$ cat config.mk
export PLATFORM = sky130hd
export DESIGN_NAME = proc_control_fsm
export DESIGN_NICKNAME = d
export VERILOG_FILES = /design/src/rtl/proc_pkg.sv /design/src/rtl/proc_control_fsm.sv
export SDC_FILE = /design/constraint.sdc
export NUM_CORES = 1
export LEC_CHECK = 0
export ABC_AREA = 0
export BUFFER_PORTS_ARGS = -buffer_cell sky130_fd_sc_hd__buf_2
export CAP_MARGIN = 20
export CORE_MARGIN = 5
export CORE_UTILIZATION = 37
export CTS_CLUSTER_DIAMETER = 200
export DETAILED_ROUTE_END_ITERATION = 8
export PLACE_DENSITY_LB_ADDON = 0.08
export SLEW_MARGIN = 20
export SYNTH_ARGS = -nofsm -noshare
export SYNTH_HDL_FRONTEND = slang
export SYNTH_SLANG_ARGS = --single-unit
export TNS_END_PERCENT = 1
$ cat constraint.sdc
create_clock -name Clk -period 3.7 [get_ports Clk]
set_input_delay 0.555 -clock Clk [delete_from_list [all_inputs] [get_ports Clk]]
set_output_delay 0.555 -clock Clk [all_outputs]
set_load 0.02 [all_outputs]
$ cat src/rtl/proc_pkg.sv
// Shared types and constants for the processor control FSM.
// State/opcode encodings, ALU select codes and IR field positions.
package proc_pkg;

  typedef enum logic [3:0] {
    ST_INIT   = 4'd0,
    ST_FETCH  = 4'd1,
    ST_DECODE = 4'd2,
    ST_NOOP   = 4'd3,
    ST_LOAD_A = 4'd4,
    ST_LOAD_B = 4'd5,
    ST_STORE  = 4'd6,
    ST_ADD    = 4'd7,
    ST_SUB    = 4'd8,
    ST_HALT   = 4'd9
  } state_t;

  typedef enum logic [3:0] {
    OP_NOOP  = 4'b0000,
    OP_STORE = 4'b0001,
    OP_LOAD  = 4'b0010,
    OP_ADD   = 4'b0011,
    OP_SUB   = 4'b0100,
    OP_HALT  = 4'b0101
  } opcode_t;

  localparam logic [2:0] ALU_PASS = 3'd0;
  localparam logic [2:0] ALU_ADD  = 3'd1;
  localparam logic [2:0] ALU_SUB  = 3'd2;

  localparam int IR_W     = 16;
  localparam int OPC_LSB  = 12;
  localparam int DADR_LSB = 4;
  localparam int RA_LSB   = 8;
  localparam int RB_LSB   = 4;
  localparam int RD_LSB   = 0;

  // Opcodes above HALT are unassigned.
  function automatic logic is_legal_op(input logic [3:0] op);
    return (op <= OP_HALT);
  endfunction

endpackage

$ cat src/rtl/proc_control_fsm.sv
// Moore control FSM sequencing the 16-bit processor datapath (Fetch-Decode-Execute).
// Optional feature: ILLEGAL_TRAP_EN traps unassigned opcodes into HALT with Fault set.
module proc_control_fsm
  import proc_pkg::*;
#(
  parameter int DADDR_W = 8,
  parameter int RADDR_W = 4,
  parameter int ALUS_W  = 3
) (
  input  logic               Clk,
  input  logic               Reset,
  input  logic [IR_W-1:0]    IR,
  output logic               PC_Clr,
  output logic               PC_Up,
  output logic               IR_Ld,
  output logic [DADDR_W-1:0] D_Addr,
  output logic               D_Wr,
  output logic               RF_s,
  output logic [RADDR_W-1:0] RF_W_Addr,
  output logic               RF_W_en,
  output logic [RADDR_W-1:0] RF_Ra_Addr,
  output logic [RADDR_W-1:0] RF_Rb_Addr,
  output logic [ALUS_W-1:0]  ALU_s0,
  output logic [3:0]         State,
  output logic [3:0]         NextState,
  output logic               Halted,
  output logic               Fault
);

  state_t state_q, state_d;
  logic [3:0] opcode;

  assign opcode = IR[OPC_LSB +: 4];

  always_ff @(posedge Clk) begin
    if (Reset) begin
      state_q <= ST_INIT;
    end else begin
      state_q <= state_d;
    end
  end

  always_comb begin
    state_d = state_q;
    case (state_q)
      ST_INIT:   state_d = ST_FETCH;
      ST_FETCH:  state_d = ST_DECODE;
      ST_DECODE: begin
        case (opcode)
          OP_NOOP:  state_d = ST_NOOP;
          OP_STORE: state_d = ST_STORE;
          OP_LOAD:  state_d = ST_LOAD_A;
          OP_ADD:   state_d = ST_ADD;
          OP_SUB:   state_d = ST_SUB;
          OP_HALT:  state_d = ST_HALT;
`ifdef ILLEGAL_TRAP_EN
          default:  state_d = ST_HALT;
`else
          default:  state_d = ST_NOOP;
`endif
        endcase
      end
      ST_NOOP:   state_d = ST_FETCH;
      ST_LOAD_A: state_d = ST_LOAD_B;
      ST_LOAD_B: state_d = ST_FETCH;
      ST_STORE:  state_d = ST_FETCH;
      ST_ADD:    state_d = ST_FETCH;
      ST_SUB:    state_d = ST_FETCH;
      ST_HALT:   state_d = ST_HALT;
      default:   state_d = ST_INIT;
    endcase
  end

`ifdef ILLEGAL_TRAP_EN
  logic fault_q, fault_d;

  // Sticky until Reset: HALT alone cannot tell a trap from a HALT opcode.
  always_comb begin
    fault_d = fault_q;
    if (state_q == ST_DECODE && !is_legal_op(opcode)) begin
      fault_d = 1'b1;
    end
  end

  always_ff @(posedge Clk) begin
    if (Reset) begin
      fault_q <= 1'b0;
    end else begin
      fault_q <= fault_d;
    end
  end

  assign Fault = fault_q;
`else
  assign Fault = 1'b0;
`endif

  // Outputs depend on state_q only; IR fields are steered through per state.
  always_comb begin
    PC_Clr     = 1'b0;
    PC_Up      = 1'b0;
    IR_Ld      = 1'b0;
    D_Addr     = '0;
    D_Wr       = 1'b0;
    RF_s       = 1'b0;
    RF_W_Addr  = '0;
    RF_W_en    = 1'b0;
    RF_Ra_Addr = '0;
    RF_Rb_Addr = '0;
    ALU_s0     = '0;
    Halted     = 1'b0;
    case (state_q)
      ST_INIT:  PC_Clr = 1'b1;
      ST_FETCH: begin
        IR_Ld = 1'b1;
        PC_Up = 1'b1;
      end
      ST_STORE: begin
        D_Addr     = IR[DADR_LSB +: DADDR_W];
        RF_Ra_Addr = IR[RD_LSB +: RADDR_W];
        D_Wr       = 1'b1;
      end
      ST_LOAD_A: begin
        D_Addr    = IR[DADR_LSB +: DADDR_W];
        RF_s      = 1'b1;
        RF_W_Addr = IR[RD_LSB +: RADDR_W];
      end
      ST_LOAD_B: begin
        D_Addr    = IR[DADR_LSB +: DADDR_W];
        RF_s      = 1'b1;
        RF_W_Addr = IR[RD_LSB +: RADDR_W];
        RF_W_en   = 1'b1;
      end
      ST_ADD, ST_SUB: begin
        RF_Ra_Addr = IR[RA_LSB +: RADDR_W];
        RF_Rb_Addr = IR[RB_LSB +: RADDR_W];
        RF_W_Addr  = IR[RD_LSB +: RADDR_W];
        ALU_s0     = (state_q == ST_ADD) ? ALUS_W'(ALU_ADD) : ALUS_W'(ALU_SUB);
        RF_W_en    = 1'b1;
      end
      ST_HALT:  Halted = 1'b1;
      default: ;
    endcase
  end

  assign State     = state_q;
  assign NextState = state_d;

endmodule

==> run summary, run 1 <==
Once the floorplan was initialized, standard cells occupied 37.8% of the core. For the area enclosed by the die boundary, the log shows 2380 µm². For this run, global-route usage on met2 was measured as 23.5%.

After floorplanning, the core was divided into 14 placement rows. Once layout is done, the placed cells without fillers occupy 830 µm². The initial antenna violation count came out at 0. The logs give 0 for the count of maximum capacitance violations and 230 ps for the clock insertion delay at the later pin of the skew report. The total vias in the final route is 733.

Once placement finished, the instance area stood at 807 µm². The number of hold buffers added after CTS was 0. Sorting the synthesized cells by area gives the leading types as sky130_fd_sc_hd__dfxtp_1 (14%), sky130_fd_sc_hd__and2_1 (14%), sky130_fd_sc_hd__nor2b_1 (7.9%), sky130_fd_sc_hd__mux2i_1 (7.2%), sky130_fd_sc_hd__o21ai_0 (6.3%). In this run the biggest area consumer among cell types represents 14.4% of the synthesized area. Clock-pin slew was measured on the worst setup and hold paths at 40 ps. In this run, synthesis inferred 0 flip-flops with an integrated enable. The logs give 52.3% for the headroom to the max-slew limit and 2 for the number of buffers on the longest clock path. The synthesized area divided by synthesized cell count came out at 7.03 µm². The highest-delay cell along the critical path was sky130_fd_sc_hd__nor4b_2. The number of vias per cell after detailed routing is 4.99, and the maximum ir drop on the vdd rail is 86.9 µV.

The worst setup path is of the flip-flop to output pin kind. The fraction of synthesis flops using an asynchronous set or reset pin is 0%. The achievable clock frequency is 402 MHz. Final hold analysis gives a worst-case slack of 530 ps.

After global routing, the most crowded layer is met2. Once detail routing completed, the nets flagged for antenna violations numbered 0. The logs give 0 for the number of endpoints with negative hold slack in the final report and 15 for the number of DRC violations after detailed-routing iteration 0. The final layout contains 151 nets.

The tightest min-delay check is of the primary input to flip-flop type. Yosys printed 0 warnings. The repair_antennas step left the layout with diodes totalling 0. The run gives 1.81 mm as the total wirelength of the detailed-routed design. For the arrival time of the worst setup path, the log shows 1930 ps. After global routing the overflow that remains totals 0. The library cells used most frequently in the layout, excluding fill and tap cells, are sky130_fd_sc_hd__buf_2 (54), sky130_fd_sc_hd__and2_1 (12), sky130_fd_sc_hd__nor2b_1 (7), sky130_fd_sc_hd__nand2_1 (7), sky130_fd_sc_hd__o21ai_0 (7).

Dividing the detail-routed wire length by the instance count gives 12.3 µm. The floorplan step defined a core boundary enclosing 1470 µm². Setup repair after global routing left no endpoint under its margin. The port buffer count was 54. STA classifies the critical path endpoint as an output pin.

The power density over cell area is 234 nW/µm². The total iterations of the first detailed-routing run is 4. The number of pins exceeding their max-slew limit in the final report is 0, and the layout-stage area growth over the synthesis result is 49.3%. For the static power due to leakage, the log shows 0.500 nW. The die is 48.8 µm tall. Walking the worst path, the cells encountered are nor4b_2, a21oi_1, nor2b_1, buf_2. For this run, the total global-route usage over all layers was measured as 15.0%.

STA puts the critical path data required time at 3140 ps. The clock period could shrink to 2490 ps. The run gives 0.866 as the final weighted congestion in routability-driven placement.

After detailed routing, the number of remaining DRC violations is 0. For this run, global-route usage on met3 was measured as 3.07%. The flow ran to the end, and the final reports show no timing, DRC or antenna violations. Of the cells placed in the final design, the portion with a size suffix greater than 1 is 47.3%.

Setup total negative slack on the finished layout was measured at 0 ps. The tools report the clock sink count as 4. The flip-flop count of the largest register after layout came out at 4. Number of global-route vias before repair: 697.

The tools report the clock root buffer as sky130_fd_sc_hd__clkbuf_4. The buffer and inverter count on the worst path is 1. Final worst-path cycle share: 67.3%. In the synthesized netlist the dominant register cell turns out to be sky130_fd_sc_hd__dfxtp_1. The run gives 556 µm² as the total standard cell area after synthesis. The I/O pin count was 57; the synthesized netlist cell count was 79. The count of state elements after synthesis works out to 4. Cell type contributing the most total cell area after synthesis: sky130_fd_sc_hd__dfxtp_1. The die outline width works out to 48.8 µm. The netlist uses 31 different library cells. Between clock sinks in the finished design, the worst skew comes to 0.682 ps. The largest fanout on the critical path was 16; the HPWL after detailed placement was 1.46 mm. For the pin with the worst max-slew slack, the measured transition is 714 ps. TritonCTS built the clock tree. Entering global routing, the biggest net connects 17 pins. The first global-routing pass estimated 2.99 mm of wire.

The largest single stage delay on the critical path is 690 ps. The H-tree depth is 1. The leading cell type in the layout, fill and taps excluded was sky130_fd_sc_hd__buf_2. Gates resized during post-CTS repair numbered 0. The number of clock buffers added by TritonCTS is 3. After clock tree synthesis, the setup repair step added 0 buffers. The met1 track demand over resource in global routing is 19.5%, and the final number of setup-violating endpoints is 0.

The worst setup path is launched from a flip-flop. The filler cells instantiated in the layout total 160. For this run, the register share of the synthesized area comes to 14.4%. Broken down by cell family, the worst path's largest delay share belongs to simple AND/OR/NAND/NOR gates.
[logic make-up (layout without fill, tap and decap cells)]
logic type	count (synthesis)	count (layout)	share of synthesized area [%]
buffers and inverters	7	58	8.33
AOI/OAI and AO/OA	16	16	18.5
muxes	4	4	7.21
other	1	2	0.675
DFF	4	4	14.4
and+or+nand+nor	47	47	50.9
[per-layer routing]
| layer | vias up | share of wire (%) | wire (µm) |
|---|---|---|---|
| li1 | 372 | - | - |
| met1 | 324 | 44 | 789 |
| met5 | - | 0 | 0 |
| met2 | 35 | 47 | 851 |
| met3 | 2 | 9.0 | 163 |
| met4 | 0 | 0.22 | 4 |
[report_power, final]
part | internal, mW | switching (mW)
combinational | 0.0333 | 0.0485
sequential | 0.0466 | 0.0122
clock | 0.0363 | 0.0175
total | 0.116 | 0.0782
[cell usage after synthesis (2+ instances only)]
cell type,instances
sky130_fd_sc_hd__nor2_1,6
sky130_fd_sc_hd__a21oi_1,3
sky130_fd_sc_hd__o21ai_0,7
sky130_fd_sc_hd__nor3_1,3
sky130_fd_sc_hd__nand2_1,7
sky130_fd_sc_hd__o311a_1,2
sky130_fd_sc_hd__dfxtp_1,4
sky130_fd_sc_hd__nand2b_1,2
sky130_fd_sc_hd__and2_1,12
sky130_fd_sc_hd__mux2i_1,4
sky130_fd_sc_hd__buf_4,3
sky130_fd_sc_hd__nor2b_1,7
[layout make-up]
type | instances | area [µm²] | share of cell area (%)
repair buffers | 54 | 270 | 32.6
well taps | 16 | 20.0 | 2.41
flip-flops and latches | 4 | 80.1 | 9.65
clock buffers | 3 | 22.5 | 2.71
multi-input cells | 69 | 433 | 52.2
inverters | 1 | 3.75 | 0.452
[stage by stage]
step	power (mW)	utilization [%]	std cells	setup slack, ps
CTS	0.197	56.4	147	1220
floorplan	0.113	-	80	1330
global placement	0.141	54.8	144	1490
detailed placement	0.142	54.8	144	1470
finish	0.194	56.4	147	1210
global route	0.207	56.4	147	1010
[worst paths after layout]
| kind | from | end | slack (ps) | depth (start not counted) |
|---|---|---|---|---|
| setup / recovery | State[0]$_SDFF_PP0_ | RF_W_Addr[1] | 1210 | 4 |
| hold / removal | Reset | State[3]$_SDFF_PP0_ | 530 | 2 |
| setup reg to reg | State[0]$_SDFF_PP0_ | State[3]$_SDFF_PP0_ | 2100 | 3 |
| hold reg to reg | State[3]$_SDFF_PP0_ | State[3]$_SDFF_PP0_ | 720 | 2 |
No activity file was read; power rests on OpenSTA's default activity.
==> inputs of run 2 (changes only) <==
--- a/config.mk
+++ b/config.mk
@@ -9,7 +9,7 @@
 export BUFFER_PORTS_ARGS = -buffer_cell sky130_fd_sc_hd__buf_2
 export CAP_MARGIN = 20
 export CORE_MARGIN = 5
-export CORE_UTILIZATION = 37
+export CORE_UTILIZATION = 34
 export CTS_CLUSTER_DIAMETER = 200
 export DETAILED_ROUTE_END_ITERATION = 8
 export PLACE_DENSITY_LB_ADDON = 0.08
==> constraint.sdc (replaced) <==
create_clock -name Clk -period 2.3 [get_ports Clk]
set_input_delay 0.345 -clock Clk [delete_from_list [all_inputs] [get_ports Clk]]
set_output_delay 0.345 -clock Clk [all_outputs]
set_load 0.02 [all_outputs]
==> run 2 against run 1 <==
Combinational power increased by 72%. Critical endpoint is now NextState[3]. Count of clock-buffer cells in the layout unchanged. Clock skew increased by 1.2 ps. Design area increased by 1.8%. Sequential share of layout area decreased by 0.17 points. Register-to-register slack got worse by 1300 ps. Worst setup slack got worse by 1000 ps. First-iteration DRC count decreased by 73%. Critical path depth unchanged. Via count increased by 0.68%. Clock power increased by 68%.
==> run summary, run 2 (synthesis results as in run 1) <==
The clock net in this run drives a total of 4 sinks. The leading cell type in the layout, fill and taps excluded was sky130_fd_sc_hd__buf_2. The number of setup buffers added after CTS was 0. The pin count of the biggest net entering global routing is 15, and the antenna diode count is 0. The floorplan die height works out to 50.4 µm.

Setup violations remaining at the end of the flow were counted as 0. The effective utilization at floorplan was 36.5%; the number of endpoints with negative hold slack in the final report was 0. The final hold slack was 314 ps.

Setup slack on the critical path of the routed design comes to 204 ps. For the total routing resource utilization after global routing, the log shows 14.6%. STA classifies the critical path endpoint as an output pin. The port buffer count is 54, and the total vias in the final route is 738.

The slowest stage of the critical path is the sky130_fd_sc_hd__dfxtp_1 cell. Gates resized during post-CTS repair numbered 0. Routability-driven placement finished with a final weighted congestion of 0.715.

The signal on the critical path passes through nand2b_1, or4b_4, nand2_1, buf_2. The number of placed cells counting well taps was 146; the number of standard-cell rows in the floorplan was 14. The number of buffers on the longest clock path came out at 2.

The filler cell count in the final layout is 167. Timing would allow up to 477 MHz. The tools report the number of pins exceeding their max-slew limit in the final report as 0. In this run, post-CTS hold repair placed 0 buffers. The completed layout was analyzed and its total power is 320 µW. For this design the top-level I/O count stands at 57. The run gives 0 as the initial antenna violation count.

For the final routed database, the setup TNS stands at 0 ps. After clock tree synthesis, the clock-pin slew on the worst setup and hold paths is 40 ps. The flip-flop count of the largest register after layout came out at 4. The share of layout cells above drive strength 1 was 48.1%. In this run the remaining antenna-violating nets after routing total 0.

The H-tree depth was 1; the number of DRC violations after detailed-routing iteration 0 was 4. The tools report the worst setup slack after placement as 427 ps. The static power due to leakage was 0.510 nW. The net count of the finished layout was 153; the final worst-path cycle share was 91.1%. IR analysis of the VDD net gives a maximum drop of 267 µV. In this run the cell area measured after placement is 822 µm². On the worst path, the slowest cell contributes a delay of 570 ps.

Headroom to the max-slew limit came out at 66.4%. The clock root buffer was sky130_fd_sc_hd__clkbuf_4. The number of vias per cell after detailed routing is 4.95, and the DRC violation count after routing is 0. The area of the multi-input gates came out at 433 µm². The die outline width works out to 50.4 µm.

The arrival time of the worst setup path was 1750 ps. The region available for standard cell placement spans 1520 µm². The area enclosed by the die boundary came out at 2540 µm². The largest fanout on the critical path was 14. On the final layout, the worst clock skew is 1.86 ps.

Compared with the post-synthesis result, the final layout area differs by 52.0%. Before antenna repair, the detailed router went through 4 iterations. The buffer and inverter count on the worst path is 1, and the minimum clock period is 2100 ps.

The flow ran to the end, and the final reports show no timing, DRC or antenna violations. Across all register-to-register paths, the minimum setup slack is 820 ps. In the final layout, flip-flops and latches occupy 80.1 µm². After detailed routing, the average wire length per cell comes to 12.6 µm. The worst setup path is launched from a flip-flop. The category of the most critical setup path is flip-flop to output pin. Once layout is complete, the utilization of the core stands at 55.4%. The wire length of the first global-routing pass is 2.90 mm, and the transition time at the pin with the least slew margin is 503 ps. The number of buffers created by CTS is 3, and the clock insertion delay at the later pin of the skew report is 240 ps. Global routing finished with a remaining overflow of 0.

The cell family contributing the most delay on the critical path is simple AND/OR/NAND/NOR gates. Setup repair after global routing left no endpoint under its margin. The HPWL after detailed placement is 1.57 mm. The tools report the number of cells in the finished layout apart from fillers as 149. In this run the worst hold path is classified as primary input to flip-flop.

The library cells used most frequently in the layout, excluding fill and tap cells, are sky130_fd_sc_hd__buf_2 (54), sky130_fd_sc_hd__and2_1 (12), sky130_fd_sc_hd__nor2b_1 (7), sky130_fd_sc_hd__nand2_1 (7), sky130_fd_sc_hd__o21ai_0 (7). Max-cap violations in this run came to 0. For the total wirelength of the detailed-routed design, the log shows 1.88 mm.

The tools report the design area as 845 µm². The number of global-route vias before repair was 666; the power density over cell area was 379 nW/µm². TritonCTS built the clock tree. Data on the critical path is required at its endpoint by 1960 ps.
[run 2: final cells by class]
type | instances | share of cell area, %
Inverter | 1 | 0.444
Tap cell | 16 | 2.37
Sequential cell | 4 | 9.48
Clock buffer | 3 | 2.67
Multi-Input combinational cell | 69 | 51.3
Timing Repair Buffer | 56 | 33.8
[run 2: final timing paths]
kind / startpoint / end / depth (start not counted)
setup / recovery: State[1]$_SDFF_PP0_ / NextState[3] / 4
hold / removal: Reset / State[3]$_SDFF_PP0_ / 2
hold reg to reg: State[2]$_SDFF_PP0_ / State[3]$_SDFF_PP0_ / 2
setup reg to reg: State[1]$_SDFF_PP0_ / State[3]$_SDFF_PP0_ / 3
[run 2: metal layers]
layer,track usage (%),share of wire (%),up-vias
met5,0,0,-
met4,3.83,0.64,0
met3,5.92,8.6,2
met2,24.3,49,29
met1,17.3,41,327
li1,-,-,380
[run 2: power breakdown]
group / internal [mW] / total, mW / switching, mW / leakage, nW
clock network: 0.0586 / 0.0904 / 0.0319 / 0.0138
logic: 0.0562 / 0.141 / 0.0849 / 0.464
registers: 0.0750 / 0.0887 / 0.0137 / 0.0328
[run 2: worst register-to-register path: cells and delay by family (launching register included)]
| family | cells | cell delay [ps] |
|---|---|---|
| AND/OR/NAND/NOR | 2 | 710 |
| AO/OA/AOI/OAI | 1 | 130 |
| flip-flops | 1 | 570 |
